$ cat config.mk
export PLATFORM = sky130hd
export DESIGN_NAME = led_chaser_flat
export DESIGN_NICKNAME = d
export VERILOG_FILES = /design/src/rtl/led_pkg.sv /design/src/rtl/led_chaser_if.sv /design/src/rtl/led_tick_gen.sv /design/src/rtl/led_chaser.sv /design/src/flat_wrapper.sv
export SDC_FILE = /design/constraint.sdc
export NUM_CORES = 1
export LEC_CHECK = 0
export BUFFER_PORTS_ARGS = -buffer_cell sky130_fd_sc_hd__buf_2
export CAP_MARGIN = 20
export CORE_UTILIZATION = 60
export CTS_CLUSTER_DIAMETER = 200
export DETAILED_ROUTE_END_ITERATION = 7
export PLACE_DENSITY = 0.78
export SYNTH_ARGS = -nofsm -noshare
export SYNTH_HDL_FRONTEND = slang
export SYNTH_HIERARCHICAL = 1
export SYNTH_SLANG_ARGS = --single-unit
$ cat constraint.sdc
create_clock -name clk -period 4.7 [get_ports clk]
set_clock_uncertainty 0.1 [all_clocks]
set_input_delay 0.235 -clock clk [delete_from_list [all_inputs] [get_ports clk]]
set_output_delay 0.235 -clock clk [all_outputs]
set_load 0.02 [all_outputs]
$ cat src/rtl/led_pkg.sv
// Shared definitions for the LED pattern sequencer: mode encodings,
// FSM state type and small elaboration/datapath helpers.
package led_pkg;

    // Pattern select encodings as presented on the mode input
    localparam logic [1:0] LED_ROT_UP   = 2'd0;
    localparam logic [1:0] LED_ROT_DOWN = 2'd1;
    localparam logic [1:0] LED_BOUNCE   = 2'd2;
    localparam logic [1:0] LED_BLINK    = 2'd3;

    // Pattern FSM states; encodings deliberately equal the mode codes so a
    // sampled mode can be loaded straight into the state register.
    typedef enum logic [1:0] {
        ST_ROT_UP   = LED_ROT_UP,
        ST_ROT_DOWN = LED_ROT_DOWN,
        ST_BOUNCE   = LED_BOUNCE,
        ST_BLINK    = LED_BLINK
    } led_state_e;

    // Width of the LED position index; never narrower than one bit so a
    // single-LED build still has a legal (constant zero) index register.
    function automatic int led_pos_width(input int num_leds);
        int w;
        w = $clog2(num_leds);
        return (w < 1) ? 1 : w;
    endfunction

    // One-hot decode of a position into the widest supported LED bank;
    // callers truncate to their own bank width.
    function automatic logic [31:0] led_onehot(input logic [4:0] pos);
        return 32'd1 << pos;
    endfunction

endpackage

$ cat src/rtl/led_chaser_if.sv
// Control/status bundle between the top level and the LED sequencer:
// pattern select and pause in, LED drive and step strobe out.
interface led_chaser_if #(
    parameter int NUM_LEDS = 4
);
    logic [1:0]          mode;
    logic                pause;
    logic [NUM_LEDS-1:0] led;
    logic                step;

    // Board top level: selects the pattern, observes the LEDs
    modport master (
        output mode,
        output pause,
        input  led,
        input  step
    );

    // Sequencer side
    modport slave (
        input  mode,
        input  pause,
        output led,
        output step
    );
endinterface

$ cat src/rtl/led_tick_gen.sv
// Step-rate prescaler: produces a one-cycle clock-enable every DIV enabled
// cycles. The counter freezes while en is low, so a suppressed step is
// simply delayed to the first enabled cycle rather than lost.
module led_tick_gen #(
    parameter int DIV = 2_500_000
) (
    input  logic clk,
    input  logic nrst,
    input  logic en,
    output logic tick
);
    localparam int               CNT_W    = (DIV > 1) ? $clog2(DIV) : 1;
    localparam logic [CNT_W-1:0] CNT_LAST = CNT_W'(DIV - 1);

    logic [CNT_W-1:0] cnt_r;
    logic             at_last_s;

    assign at_last_s = (cnt_r == CNT_LAST);

    // The strobe is combinational so the consumer commits its update on
    // the same edge the counter wraps.
    assign tick = en && at_last_s;

    // Prescaler counter: wrap on a tick, advance when enabled, else hold
    always_ff @(posedge clk or negedge nrst) begin
        if (!nrst) begin
            cnt_r <= {CNT_W{1'b0}};
        end else if (tick) begin
            cnt_r <= {CNT_W{1'b0}};
        end else if (en) begin
            cnt_r <= cnt_r + CNT_W'(1'b1);
        end else begin
            cnt_r <= cnt_r;
        end
    end

endmodule

$ cat src/rtl/led_chaser.sv
// LED pattern sequencer. A prescaler strobe advances one of four patterns
// (rotate up, rotate down, bounce, blink). The FSM state is the committed
// mode; a mode change is only taken on a step and loads that mode's start
// pattern directly, so there is never a blank step in between.
module led_chaser
    import led_pkg::*;
#(
    parameter int NUM_LEDS       = 4,
    parameter int DIV            = 2_500_000,
    parameter int LED_ACTIVE_LOW = 0
) (
    input  logic         clk,
    input  logic         nrst,
    led_chaser_if.slave  bus
);
    localparam int                  POS_W    = led_pos_width(NUM_LEDS);
    localparam logic [POS_W-1:0]    LAST_POS = POS_W'(NUM_LEDS - 1);
    localparam logic [POS_W-1:0]    ZERO_POS = {POS_W{1'b0}};
    localparam logic [NUM_LEDS-1:0] ALL_OFF  = {NUM_LEDS{1'b0}};
    localparam logic [NUM_LEDS-1:0] ALL_ON   = {NUM_LEDS{1'b1}};
    localparam logic [NUM_LEDS-1:0] INV_MASK = (LED_ACTIVE_LOW != 0) ? ALL_ON : ALL_OFF;

    // Reject unsupported builds at elaboration
    if ((NUM_LEDS < 1) || (NUM_LEDS > 32)) begin : g_bad_num_leds
        $error("led_chaser: NUM_LEDS must be within 1..32");
    end
    if (DIV < 1) begin : g_bad_div
        $error("led_chaser: DIV must be at least 1");
    end

    led_state_e          state_r;
    led_state_e          state_n;
    logic [NUM_LEDS-1:0] pat_r;
    logic [NUM_LEDS-1:0] pat_n;
    logic [POS_W-1:0]    pos_r;
    logic [POS_W-1:0]    pos_n;
    logic                dir_r;
    logic                dir_n;
    logic [NUM_LEDS-1:0] led_r;
    logic                step_r;
    logic                tick_s;
    logic                mode_change_s;
    logic                first_step_s;

    led_tick_gen #(
        .DIV (DIV)
    ) u_tick (
        .clk  (clk),
        .nrst (nrst),
        .en   (!bus.pause),
        .tick (tick_s)
    );

    assign mode_change_s = tick_s && (bus.mode != state_r);

    // After reset the pattern is empty; the first rotate step shows the
    // current position instead of advancing past it. Blink legitimately
    // passes through an all-off pattern, so it is excluded.
    assign first_step_s = (pat_r == ALL_OFF) && (state_r != ST_BLINK);

    // FSM state register: committed pattern mode
    always_ff @(posedge clk or negedge nrst) begin
        if (!nrst) begin
            state_r <= ST_ROT_UP;
        end else begin
            state_r <= state_n;
        end
    end

    // FSM next state: sample the requested mode only on a step
    always_comb begin
        state_n = state_r;
        if (tick_s) begin
            state_n = led_state_e'(bus.mode);
        end else begin
            state_n = state_r;
        end
    end

    // FSM output: next pattern, position and bounce direction
    always_comb begin
        pat_n = pat_r;
        pos_n = pos_r;
        dir_n = dir_r;
        if (!tick_s) begin
            pat_n = pat_r;
        end else if (mode_change_s) begin
            case (state_n)
                ST_ROT_UP: begin
                    pos_n = ZERO_POS;
                    pat_n = NUM_LEDS'(led_onehot(5'(ZERO_POS)));
                end
                ST_ROT_DOWN: begin
                    pos_n = LAST_POS;
                    pat_n = NUM_LEDS'(led_onehot(5'(LAST_POS)));
                end
                ST_BOUNCE: begin
                    pos_n = ZERO_POS;
                    dir_n = 1'b0;
                    pat_n = NUM_LEDS'(led_onehot(5'(ZERO_POS)));
                end
                ST_BLINK: begin
                    pat_n = ALL_ON;
                end
                default: begin
                    pat_n = pat_r;
                end
            endcase
        end else if (first_step_s) begin
            pat_n = NUM_LEDS'(led_onehot(5'(pos_r)));
        end else begin
            case (state_r)
                ST_ROT_UP: begin
                    if (pos_r == LAST_POS) begin
                        pos_n = ZERO_POS;
                    end else begin
                        pos_n = pos_r + POS_W'(1'b1);
                    end
                    pat_n = NUM_LEDS'(led_onehot(5'(pos_n)));
                end
                ST_ROT_DOWN: begin
                    if (pos_r == ZERO_POS) begin
                        pos_n = LAST_POS;
                    end else begin
                        pos_n = pos_r - POS_W'(1'b1);
                    end
                    pat_n = NUM_LEDS'(led_onehot(5'(pos_n)));
                end
                ST_BOUNCE: begin
                    // The direction flips on the step that lands on an end,
                    // so the end LED is shown exactly once per sweep.
                    if (NUM_LEDS == 1) begin
                        pos_n = ZERO_POS;
                        dir_n = 1'b0;
                    end else if (!dir_r) begin
                        pos_n = pos_r + POS_W'(1'b1);
                        dir_n = (pos_n == LAST_POS);
                    end else begin
                        pos_n = pos_r - POS_W'(1'b1);
                        dir_n = (pos_n != ZERO_POS);
                    end
                    pat_n = NUM_LEDS'(led_onehot(5'(pos_n)));
                end
                ST_BLINK: begin
                    pat_n = ~pat_r;
                end
                default: begin
                    pat_n = pat_r;
                end
            endcase
        end
    end

    // Pattern datapath registers plus registered LED drive and step strobe
    always_ff @(posedge clk or negedge nrst) begin
        if (!nrst) begin
            pat_r  <= ALL_OFF;
            pos_r  <= ZERO_POS;
            dir_r  <= 1'b0;
            led_r  <= INV_MASK;
            step_r <= 1'b0;
        end else begin
            pat_r  <= pat_n;
            pos_r  <= pos_n;
            dir_r  <= dir_n;
            led_r  <= pat_n ^ INV_MASK;
            step_r <= tick_s;
        end
    end

    assign bus.led  = led_r;
    assign bus.step = step_r;

endmodule

$ cat src/flat_wrapper.sv
// flat-port wrapper written by rule: the top's interface ports become plain ports
module led_chaser_flat import led_pkg::*;
#(
    parameter int NUM_LEDS       = 4,
    parameter int DIV            = 2_500_000,
    parameter int LED_ACTIVE_LOW = 0
)
  (clk, nrst, bus_mode, bus_pause, bus_led, bus_step);
  led_chaser_if #(.NUM_LEDS(NUM_LEDS)) bus_i ();
  input  logic clk;
  input  logic nrst;
  input wire logic [$bits(bus_i.mode)-1:0] bus_mode;
  input wire logic [$bits(bus_i.pause)-1:0] bus_pause;
  output wire logic [$bits(bus_i.led)-1:0] bus_led;
  output wire logic [$bits(bus_i.step)-1:0] bus_step;
  assign bus_i.mode = bus_mode;
  assign bus_i.pause = bus_pause;
  assign bus_led = bus_i.led;
  assign bus_step = bus_i.step;
  led_chaser #(.NUM_LEDS(NUM_LEDS), .DIV(DIV), .LED_ACTIVE_LOW(LED_ACTIVE_LOW)) u_core (.clk(clk), .nrst(nrst), .bus(bus_i));
endmodule
==> results of run 1 <==
[report_power, final]
group	switching (uW)	internal [uW]	total [uW]	leakage, uW
combinational	28.0	24.7	52.8	0.000521
clock	86.5	73.8	160	0.0000326
sequential	27.4	297	325	0.000411
[worst paths after layout]
| check | start | endpoint | slack, ns | cells past startpoint |
|---|---|---|---|---|
| max | u_core/u_tick/cnt_r[0]$_DFFE_PN0P_ | u_core/bus.led[1]$_DFFE_PN0P_ | 1.91 | 9 |
| min | bus_pause | u_core/u_tick/cnt_r[1]$_DFFE_PN0P_ | 0.15 | 4 |
| max reg2reg | u_core/u_tick/cnt_r[0]$_DFFE_PN0P_ | u_core/bus.led[1]$_DFFE_PN0P_ | 1.91 | 9 |
| min reg2reg | u_core/u_tick/cnt_r[21]$_DFFE_PN0P_ | u_core/u_tick/cnt_r[21]$_DFFE_PN0P_ | 0.37 | 1 |
| max in group asynchronous | nrst | u_core/u_tick/cnt_r[16]$_DFFE_PN0P_ | 3.66 | 2 |
| min in group asynchronous | nrst | u_core/u_tick/cnt_r[6]$_DFFE_PN0P_ | 0.39 | 2 |
[cells in the mapped netlist, types with 2 or more instances]
library cell | instances | area (um^2)
inv_1 | 14 | 52.6
nand4_1 | 3 | 18.8
xnor2_1 | 9 | 78.8
or2b_1 | 3 | 22.5
and4_1 | 3 | 26.3
nor2_1 | 17 | 63.8
a31oi_1 | 2 | 12.5
buf_4 | 2 | 15.0
ha_1 | 10 | 125
and2_1 | 2 | 12.5
xor2_1 | 9 | 78.8
nand2b_1 | 2 | 12.5
nor3_1 | 9 | 45.0
dfrtp_1 | 32 | 801
or3_1 | 3 | 18.8
nand2_1 | 15 | 56.3
o21ai_0 | 16 | 80.1
nand3_1 | 12 | 60.1
and3_1 | 2 | 12.5
a21oi_1 | 7 | 35.0
buf_2 | 2 | 10.0
mux2i_1 | 3 | 30.0
clkbuf_1 | 2 | 7.51
a41oi_1 | 3 | 26.3
[worst reg2reg max path, cell delays in order (launching register included)]
cell	delay, ns
dfrtp_1	0.40
ha_1	0.19
and4_1	0.33
nand4_1	0.26
nor2_4	0.50
inv_1	0.21
a31oi_1	0.38
nand2_1	0.12
o21ai_0	0.10
a41oi_1	0.06
[per-stage QoR]
step                utilization, %  instance area, um^2  hold slack [ns]  instances  total power [uW]
floorplan                        -                 1970           -0.161        207               362
global placement              66.2                 2040            0.219        254               375
detailed placement            66.2                 2040            0.226        254               383
CTS                           68.4                 2110            0.127        263               547
global route                  68.4                 2110            0.150        263               569
finish                        68.4                 2110            0.149        263               538
[routing by layer]
metal	global-route usage (%)	vias to the layer above
met5	0	-
met4	9.52	0
met3	4.80	6
met2	38.8	61
met1	40.5	749
li1	-	758
[cell type report]
cell class / instances / area [um^2]
clock buffer: 8 / 58.8
fill: 250 / 972
inverter: 14 / 52.6
multi-input combinational: 155 / 1080
sequential: 32 / 801
tap: 44 / 55.1
timing repair buffer: 10 / 55.1
[flip-flops by register name, summed over array words and instances, names as in the netlist]
| register | cells |
|---|---|
| u_core/dir_r | 1 |
| u_core/state_r | 2 |
| u_core/bus.led | 4 |
| u_core/bus.step | 1 |
| u_core/pos_r | 2 |
| u_core/u_tick/cnt_r | 22 |
[kinds of logic (layout without fill, tap and decap cells)]
kind of cell,count (synthesis),in the layout,share of synthesized area (%)
compound gates,40,40,13.2
xor+xnor,18,18,8.01
fa+ha+maj,10,10,6.35
buf+inv,20,32,4.32
flops,32,32,40.7
mux,3,3,1.52
simple gates,84,84,26.0
[what timing repair did]
item                       4_1_cts  5_1_grt
hold endpoints to repair        32        0
setup endpoints to repair        0        0
hold buffers                     1        0
==> flow_summary.json, run 1 <==
{
  "run_status": "finished, final reports clean",
  "hold_viol": 0,
  "dr.first_iter.drc_count": 124,
  "rows": 20,
  "synth_cells": 207,
  "leakagePower_uw": 0.000965,
  "ys.flop_type": "dfrtp_1",
  "cts_buffers": 5,
  "wl_met2_um": 1850,
  "cts_max_path_buffers": 2,
  "critPathRequiredTime_ns": 4.78,
  "final_nets": 233,
  "ys_ff_latch": 32,
  "cpMaxStageDelayCell": "nor2_4",
  "coreArea_mm2": 0.00308,
  "crit_fanout": 24,
  "peakVddDrop_v": 0.000239,
  "ant_nets": 0,
  "cts-root-buf": "clkbuf_4",
  "startpoint_type": "flop",
  "timing.final.ws_setup_ns": 1.91,
  "wl_met3_um": 223,
  "cts_resized": 0,
  "layout-drive-gt1-share_pct": 11.4,
  "rsz0062_at_grt": "no",
  "cts_tree": "built",
  "slowest_delay_ns": 0.50,
  "dp_hpwl_um": 2950,
  "clk_pin_slew_ns": 0.10,
  "grt_antenna_before_repair": 0,
  "area_growth_pct": 6.93,
  "ctsHtreeMaxLevel": 2,
  "num_io_pins": 10,
  "insertion_delay_ns": 0.32,
  "wl_met1_um": 1930,
  "dieArea_mm2": 0.00352,
  "grt-ovfl-total": 0,
  "endpoint_kind": "flop",
  "grt_usage_pct": 27.0,
  "fin_crit_ns": 2.79,
  "grt_pass1_vias": 1428,
  "synth.avg_cell_area_um2": 9.51,
  "vias": 1574,
  "synthesis.area_mm2": 0.00197,
  "crit_arrival_ns": 2.87,
  "final_max_slew_viol_count": 0,
  "pwr_density_cell_mw_per_mm2": 255,
  "portBuffers": 9,
  "path_buf_inv": 1,
  "critPathTopFamily": "simple AND/OR/NAND/NOR gates",
  "tightestPinTransition_ns": 0.695,
  "drtPass1Iterations": 4,
  "finalSetupTns_ns": 0,
  "fin_crit_sh_pct": 59.3,
  "slew_headroom_pct": 53.7,
  "hold_class": "in2reg",
  "drc": 0,
  "synthesis.nets": 222,
  "setup_violations": 0,
  "synth_edf_count": 0,
  "gp_congestion": 0.961,
  "layout_commonest_cell": "dfrtp_1",
  "fp.dieW_um": 59.3,
  "crit_chain": "ha_1 -> and4_1 -> nand4_1 -> nor2_4 -> inv_1 -> a31oi_1 -> nand2_1 -> o21ai_0 -> a41oi_1",
  "final_cell_mix": "dfrtp_1, nor2_1, o21ai_0",
  "vias_per_cell": 5.98,
  "cap_viol_max_count": 0,
  "place_ws_ns": 1.95,
  "wire_per_inst_um": 15.4,
  "synth_warnings": 6,
  "diodes": 0,
  "grt_first_pass_wirelength_um": 6960,
  "grt_max_degree": 33,
  "fmax_mhz": 359,
  "worst-setup-path-type": "reg2reg",
  "clock_sinks": 32,
  "postCtsSetupBuffers": 0,
  "fp.dieH_um": 59.3,
  "highest_layer": "met4",
  "start_util_pct": 64.0,
  "routed_wl_um": 4050,
  "synthDistinctLibCells": 49,
  "synthArstFlopShare_pct": 100,
  "seq_area_frac_synth_pct": 40.7
}
Note: power is estimated with default switching activity, not from simulation.
==> run 2, diff against run 1 <==
==> constraint.sdc (replaced) <==
create_clock -name clk -period 2.65 [get_ports clk]
set_clock_uncertainty 0.1 [all_clocks]
set_input_delay 0.1325 -clock clk [delete_from_list [all_inputs] [get_ports clk]]
set_output_delay 0.1325 -clock clk [all_outputs]
set_load 0.02 [all_outputs]
==> run 2 against run 1 <==
First-iteration DRC count shrank 35%. Final area is 3.1% higher. Sequential share of layout area fell by 1.1 points. Power is 92% higher. Sequential power increased by 78%. Global-route usage grew 1.1 points. Largest cell class unchanged. Setup slack worse by 1.6 ns. Critical endpoint is now u_core/pos_r[0]$_DFFE_PN0P_. Largest power group unchanged. Clock power grew 130%. Utilization rose by 2.1 points.
==> flow_summary.json, run 2 (synthesis gave the netlist of run 1 again) <==
{
  "ff2ff_setup_slack_ns": 0.30,
  "endpoint_kind": "flop",
  "r2r_cells": 8,
  "critPathRequiredTime_ns": 2.79,
  "worstHoldEndpoint": "u_core/state_r[1]$_DFF_PN0_",
  "fillCellCount": 250,
  "peakVddDrop_v": 0.000338,
  "setup_violations": 0,
  "tightestPinTransition_ns": 0.726,
  "placed_cells": 258,
  "min_path_cells": 3,
  "grt_first_pass_wirelength_um": 7270,
  "routed_wl_um": 4290,
  "drtPass1Iterations": 5,
  "largest_reg_flops": 22,
  "diodes": 0,
  "hold_viol": 0,
  "fin_area_mm2": 0.00217,
  "grt_antenna_before_repair": 0,
  "clkPwrFrac_pct": 35.2,
  "coreArea_mm2": 0.00308,
  "vias_per_cell": 5.97,
  "r2r_end": "u_core/pos_r[0]$_DFFE_PN0P_",
  "worst-setup-path-type": "in2reg",
  "vias": 1600,
  "layout.cells.non_filler": 268,
  "ctsHtreeMaxLevel": 2,
  "layout_commonest_cell": "dfrtp_1",
  "seqPwrFrac_pct": 56.0,
  "power.internal_uw": 768,
  "p_sw_share_pct": 25.5,
  "path_buf_inv": 4,
  "fin_crit_sh_pct": 89.8,
  "clock_sinks": 32,
  "grt-ovfl-total": 0,
  "fmax_mhz": 420,
  "area_growth_pct": 10.2,
  "multi_input_comb_area_mm2": 0.00109,
  "wl_met3_um": 221,
  "cpMaxStageDelayCell": "dlygate4sd3_1",
  "ant_nets": 0,
  "fp.dieW_um": 59.3,
  "wl_met2_um": 2150,
  "top_register": "u_core/u_tick/cnt_r",
  "start_util_pct": 64.0,
  "run_status": "finished, final reports clean",
  "grt_max_degree": 33,
  "postCtsSetupBuffers": 0,
  "gp_congestion": 0.913,
  "placed_area_mm2": 0.00207,
  "startpoint_type": "input port",
  "dr.first_iter.drc_count": 80,
  "insertion_delay_ns": 0.33,
  "slowest_delay_ns": 0.53,
  "dp_hpwl_um": 3070,
  "p_comb_share_pct": 8.8,
  "crit_arrival_ns": 2.52,
  "slew_headroom_pct": 51.6,
  "finalSetupTns_ns": 0,
  "final_max_slew_viol_count": 0,
  "cap_viol_max_count": 0,
  "dieArea_mm2": 0.00352,
  "crit_chain": "dlygate4sd3_1 -> buf_2 -> inv_1 -> and4_2 -> nand4_1 -> nor2_4 -> inv_1 -> a31oi_2 -> a21oi_1 -> a41oi_1",
  "leakagePower_uw": 0.000999,
  "wl_met1_um": 1880,
  "drc": 0,
  "grt_pass1_vias": 1563,
  "cts_max_path_buffers": 2,
  "cts-root-buf": "clkbuf_4",
  "crit_fanout": 9,
  "fp.dieH_um": 59.3,
  "rows": 20,
  "register_area_um2": 801,
  "highest_layer": "met4",
  "min_from": "bus_mode[1]",
  "cts_tree": "built",
  "switchingPower_uw": 263,
  "path_common_cell": "inv_1",
  "hold_class": "in2reg",
  "critPathTopFamily": "buffers and inverters",
  "portBuffers": 9,
  "layout-drive-gt1-share_pct": 14.3,
  "clk_pin_slew_ns": 0.09,
  "r2r-start": "u_core/u_tick/cnt_r[0]$_DFFE_PN0P_",
  "grt_usage_pct": 28.0,
  "final_nets": 238,
  "fin_crit_ns": 2.38,
  "num_io_pins": 10,
  "pwr_density_cell_mw_per_mm2": 475,
  "cts_buffers": 5,
  "wire_per_inst_um": 16.0,
  "rsz0062_at_grt": "no",
  "final_cell_mix": "dfrtp_1, nor2_1, o21ai_0"
}
[run 2: cell types whose count changed in the layout (fill, tap and decap cells not counted), sizes merged]
cell / change
buf: +4
bufinv: +1
clkbuf: -2
clkinv: +1
dlygate4sd3: +1
[run 2: how the worst max path moves through the flow]
stage / end / depth (start not counted) / start / slack (ns)
3_3_place_gp: u_core/pos_r[0]$_DFFE_PN0P_ / 8 / u_core/u_tick/cnt_r[0]$_DFFE_PN0P_ / 0.38
6_report: u_core/pos_r[0]$_DFFE_PN0P_ / 10 / bus_pause / 0.27
5_1_grt: u_core/pos_r[0]$_DFFE_PN0P_ / 10 / bus_pause / 0.06
2_1_floorplan: u_core/bus.led[2]$_DFFE_PN0P_ / 8 / u_core/u_tick/cnt_r[17]$_DFFE_PN0P_ / 0.52
3_5_place_dp: u_core/bus.led[1]$_DFFE_PN0P_ / 9 / u_core/u_tick/cnt_r[0]$_DFFE_PN0P_ / 0.23
4_1_cts: u_core/bus.led[1]$_DFFE_PN0P_ / 11 / bus_pause / 0.15
[run 2: worst reg2reg max path, cell delays in order, from the launching register on]
cell and delay, ns:
dfrtp_1 0.40, ha_1 0.18, and4_2 0.30, nand4_1 0.22, nor2_4 0.28, inv_1 0.16, a31oi_2 0.31, a21oi_1 0.12
a41oi_1 0.20
[run 2: metal layers]
metal / up-vias / global-route usage [%]
li1: 769 / -
met1: 778 / 35.5
met2: 49 / 47.5
met3: 4 / 6.33
met4: 0 / 8.50
met5: - / 0
[run 2: stage by stage]
step	power, uW	util [%]	setup WS, ns	hold WS (ns)
floorplan	642	-	0.522	-0.263
global placement	669	67.2	0.383	0.118
detailed placement	675	67.2	0.233	0.121
CTS	1040	70.3	0.152	0.0272
global route	1080	70.5	0.0618	0.0805
finish	1030	70.5	0.271	0.0590
[run 2: area by class of cell]
| type | instances | area share, % |
|---|---|---|
| multi-input cells | 155 | 50.3 |
| flip-flops and latches | 32 | 36.9 |
| repair buffers | 15 | 4.38 |
| well taps | 44 | 2.54 |
| inverters | 14 | 2.42 |
| clock buffers | 6 | 1.90 |
| clock inverters | 2 | 1.61 |
[run 2: power by group through the flow]
stage          Combinational, uW  Clock [uW]  Sequential, uW
2_1_floorplan               68.9           0             573
3_3_place_gp                85.8           0             583
3_5_place_dp                88.8           0             587
4_1_cts                     91.4         377             577
5_1_grt                      105         393             584
6_report                    90.6         363             578
[run 2: what timing repair did]
| item | CTS | global route |
|---|---|---|
| setup endpoints to repair | 0 | 4 |
| resized for setup | 0 | 2 |
| hold endpoints to repair | 33 | 0 |
| hold buffers | 2 | 0 |
==> run 3, diff against run 2 <==
==> constraint.sdc (replaced) <==
create_clock -name clk -period 3 [get_ports clk]
set_clock_uncertainty 0.1 [all_clocks]
set_input_delay 0.15 -clock clk [delete_from_list [all_inputs] [get_ports clk]]
set_output_delay 0.15 -clock clk [all_outputs]
set_load 0.02 [all_outputs]
==> run 3 against run 2 <==
Critical path type is now reg2reg. Utilization decreased by 0.69 points. Worst hold slack worse by 0.016 ns. Wire length shrank 2.4%. Sequential cell count is the same.
==> flow_summary.json, run 3 (synthesis gave the netlist of run 1 again) <==
{
  "run_status": "finished, final reports clean",
  "path_buf_inv": 1,
  "layout-drive-gt1-share_pct": 12.7,
  "routed_wl_um": 4190,
  "fp.dieH_um": 59.3,
  "cpMaxStageDelayCell": "dfrtp_1",
  "peakVddDrop_v": 0.000256,
  "layout_commonest_cell": "dfrtp_1",
  "dp_hpwl_um": 2920,
  "place_ws_ns": 0.464,
  "startpoint_type": "flop",
  "top_register": "u_core/u_tick/cnt_r",
  "rsz0062_at_grt": "no",
  "pwr_density_cell_mw_per_mm2": 452,
  "cts_max_path_buffers": 2,
  "grt_first_pass_wirelength_um": 7450,
  "fillCellCount": 253,
  "vias_per_cell": 6.26,
  "cap_viol_max_count": 0,
  "grt_antenna_before_repair": 0,
  "fin_area_mm2": 0.00215,
  "setup_violations": 0,
  "grt_usage_pct": 29.2,
  "wire_per_inst_um": 15.9,
  "largest_reg_flops": 22,
  "slowest_delay_ns": 0.41,
  "leakagePower_uw": 0.000989,
  "dr.first_iter.drc_count": 144,
  "diodes": 0,
  "vias": 1652,
  "area_growth_pct": 9.15,
  "fin_crit_sh_pct": 87.1,
  "final_util_pct": 69.8,
  "slew_headroom_pct": 53.9,
  "ant_nets": 0,
  "clock_sinks": 32,
  "final_nets": 234,
  "hold_class": "in2reg",
  "tightestPinTransition_ns": 0.691,
  "insertion_delay_ns": 0.35,
  "report.power.total_uw": 972,
  "fp.dieW_um": 59.3,
  "timing.final.ws_setup_ns": 0.387,
  "crit_arrival_ns": 2.70,
  "crit_fanout": 15,
  "finalSetupTns_ns": 0,
  "crit_chain": "ha_1 -> and4_1 -> nand4_1 -> nor2_4 -> inv_1 -> a31oi_1 -> nand2_1 -> o21ai_0 -> a41oi_1",
  "critPathRequiredTime_ns": 3.09,
  "final_cell_mix": "dfrtp_1, nor2_1, o21ai_0",
  "critPathTopFamily": "simple AND/OR/NAND/NOR gates",
  "num_io_pins": 10,
  "grt_max_degree": 33,
  "endpoint_kind": "flop",
  "grt-ovfl-total": 0,
  "worst-setup-path-type": "reg2reg",
  "drtPass1Iterations": 4,
  "cts_resized": 0,
  "final_max_slew_viol_count": 0,
  "coreArea_mm2": 0.00308,
  "register_area_um2": 801,
  "dieArea_mm2": 0.00352,
  "gp_congestion": 0.847,
  "fin_crit_ns": 2.61,
  "cts-root-buf": "clkbuf_4",
  "ctsHtreeMaxLevel": 2,
  "clk_pin_slew_ns": 0.11,
  "cts_buffers": 5,
  "grt_pass1_vias": 1613,
  "drc": 0,
  "rows": 20,
  "placed_area_mm2": 0.00204,
  "fmax_mhz": 383,
  "start_util_pct": 64.0,
  "hold_viol": 0,
  "multi_input_comb_area_mm2": 0.00108,
  "portBuffers": 9,
  "cts_tree": "built"
}
-- run 3: cell types whose count changed in the layout (fill, tap and decap cells not counted), sizes merged --
cell,delta
dlygate4sd3,-1
buf,-3
clkbuf,+1
clkinv,-1
-- run 3: final timing paths --
kind / start / to / slack, ns / cells after the start
max: u_core/u_tick/cnt_r[0]$_DFFE_PN0P_ / u_core/bus.led[1]$_DFFE_PN0P_ / 0.39 / 9
min: bus_pause / u_core/u_tick/cnt_r[2]$_DFFE_PN0P_ / 0.04 / 4
max reg2reg: u_core/u_tick/cnt_r[0]$_DFFE_PN0P_ / u_core/bus.led[1]$_DFFE_PN0P_ / 0.39 / 9
min reg2reg: u_core/u_tick/cnt_r[21]$_DFFE_PN0P_ / u_core/u_tick/cnt_r[21]$_DFFE_PN0P_ / 0.39 / 1
max in group asynchronous: nrst / u_core/u_tick/cnt_r[18]$_DFFE_PN0P_ / 2.06 / 2
min in group asynchronous: nrst / u_core/state_r[0]$_DFF_PN0_ / 0.28 / 2
-- run 3: worst min-delay path: cells and delay by family --
family,cells,cell delay [ns]
xor+xnor,1,0.05
simple gates,1,0.09
buf+inv,2,0.16
-- run 3: cell type report --
type                            count  share of cell area (%)
Inverter                           14                    2.44
Timing Repair Buffer               11                    2.91
Clock buffer                        7                    3.03
Sequential cell                    32                    37.3
Multi-Input combinational cell    155                    50.4
Tap cell                           44                    2.56
Clock inverter                      1                    1.40
-- run 3: per-layer routing --
metal / wire [um] / up-vias / global-route usage [%]
met2: 1870 / 82 / 42.2
li1: - / 760 / -
met1: 1920 / 793 / 39.7
met4: 146 / 0 / 16.7
met5: 0 / - / 0
met3: 254 / 17 / 6.99
-- run 3: report_power, final --
part | switching [uW] | total (uW) | internal, uW | leakage [uW]
Clock | 159 | 380 | 221 | 0.0000515
Combinational | 42.7 | 80.3 | 37.6 | 0.000527
Sequential | 46.2 | 512 | 465 | 0.000411
-- run 3: timing repair --
action                     4_1_cts  5_1_grt
hold endpoints to repair        32        0
hold buffers                     1        0
setup endpoints to repair        0        0
buffers inserted                 0        0
-- run 3: per-stage QoR --
step | std cells | hold slack [ns]
after global placement | 255 | 0.130
after floorplan | 207 | -0.246
final | 264 | 0.0430
after detailed placement | 255 | 0.137
after CTS | 264 | 0.0307
after global routing | 264 | 0.0719
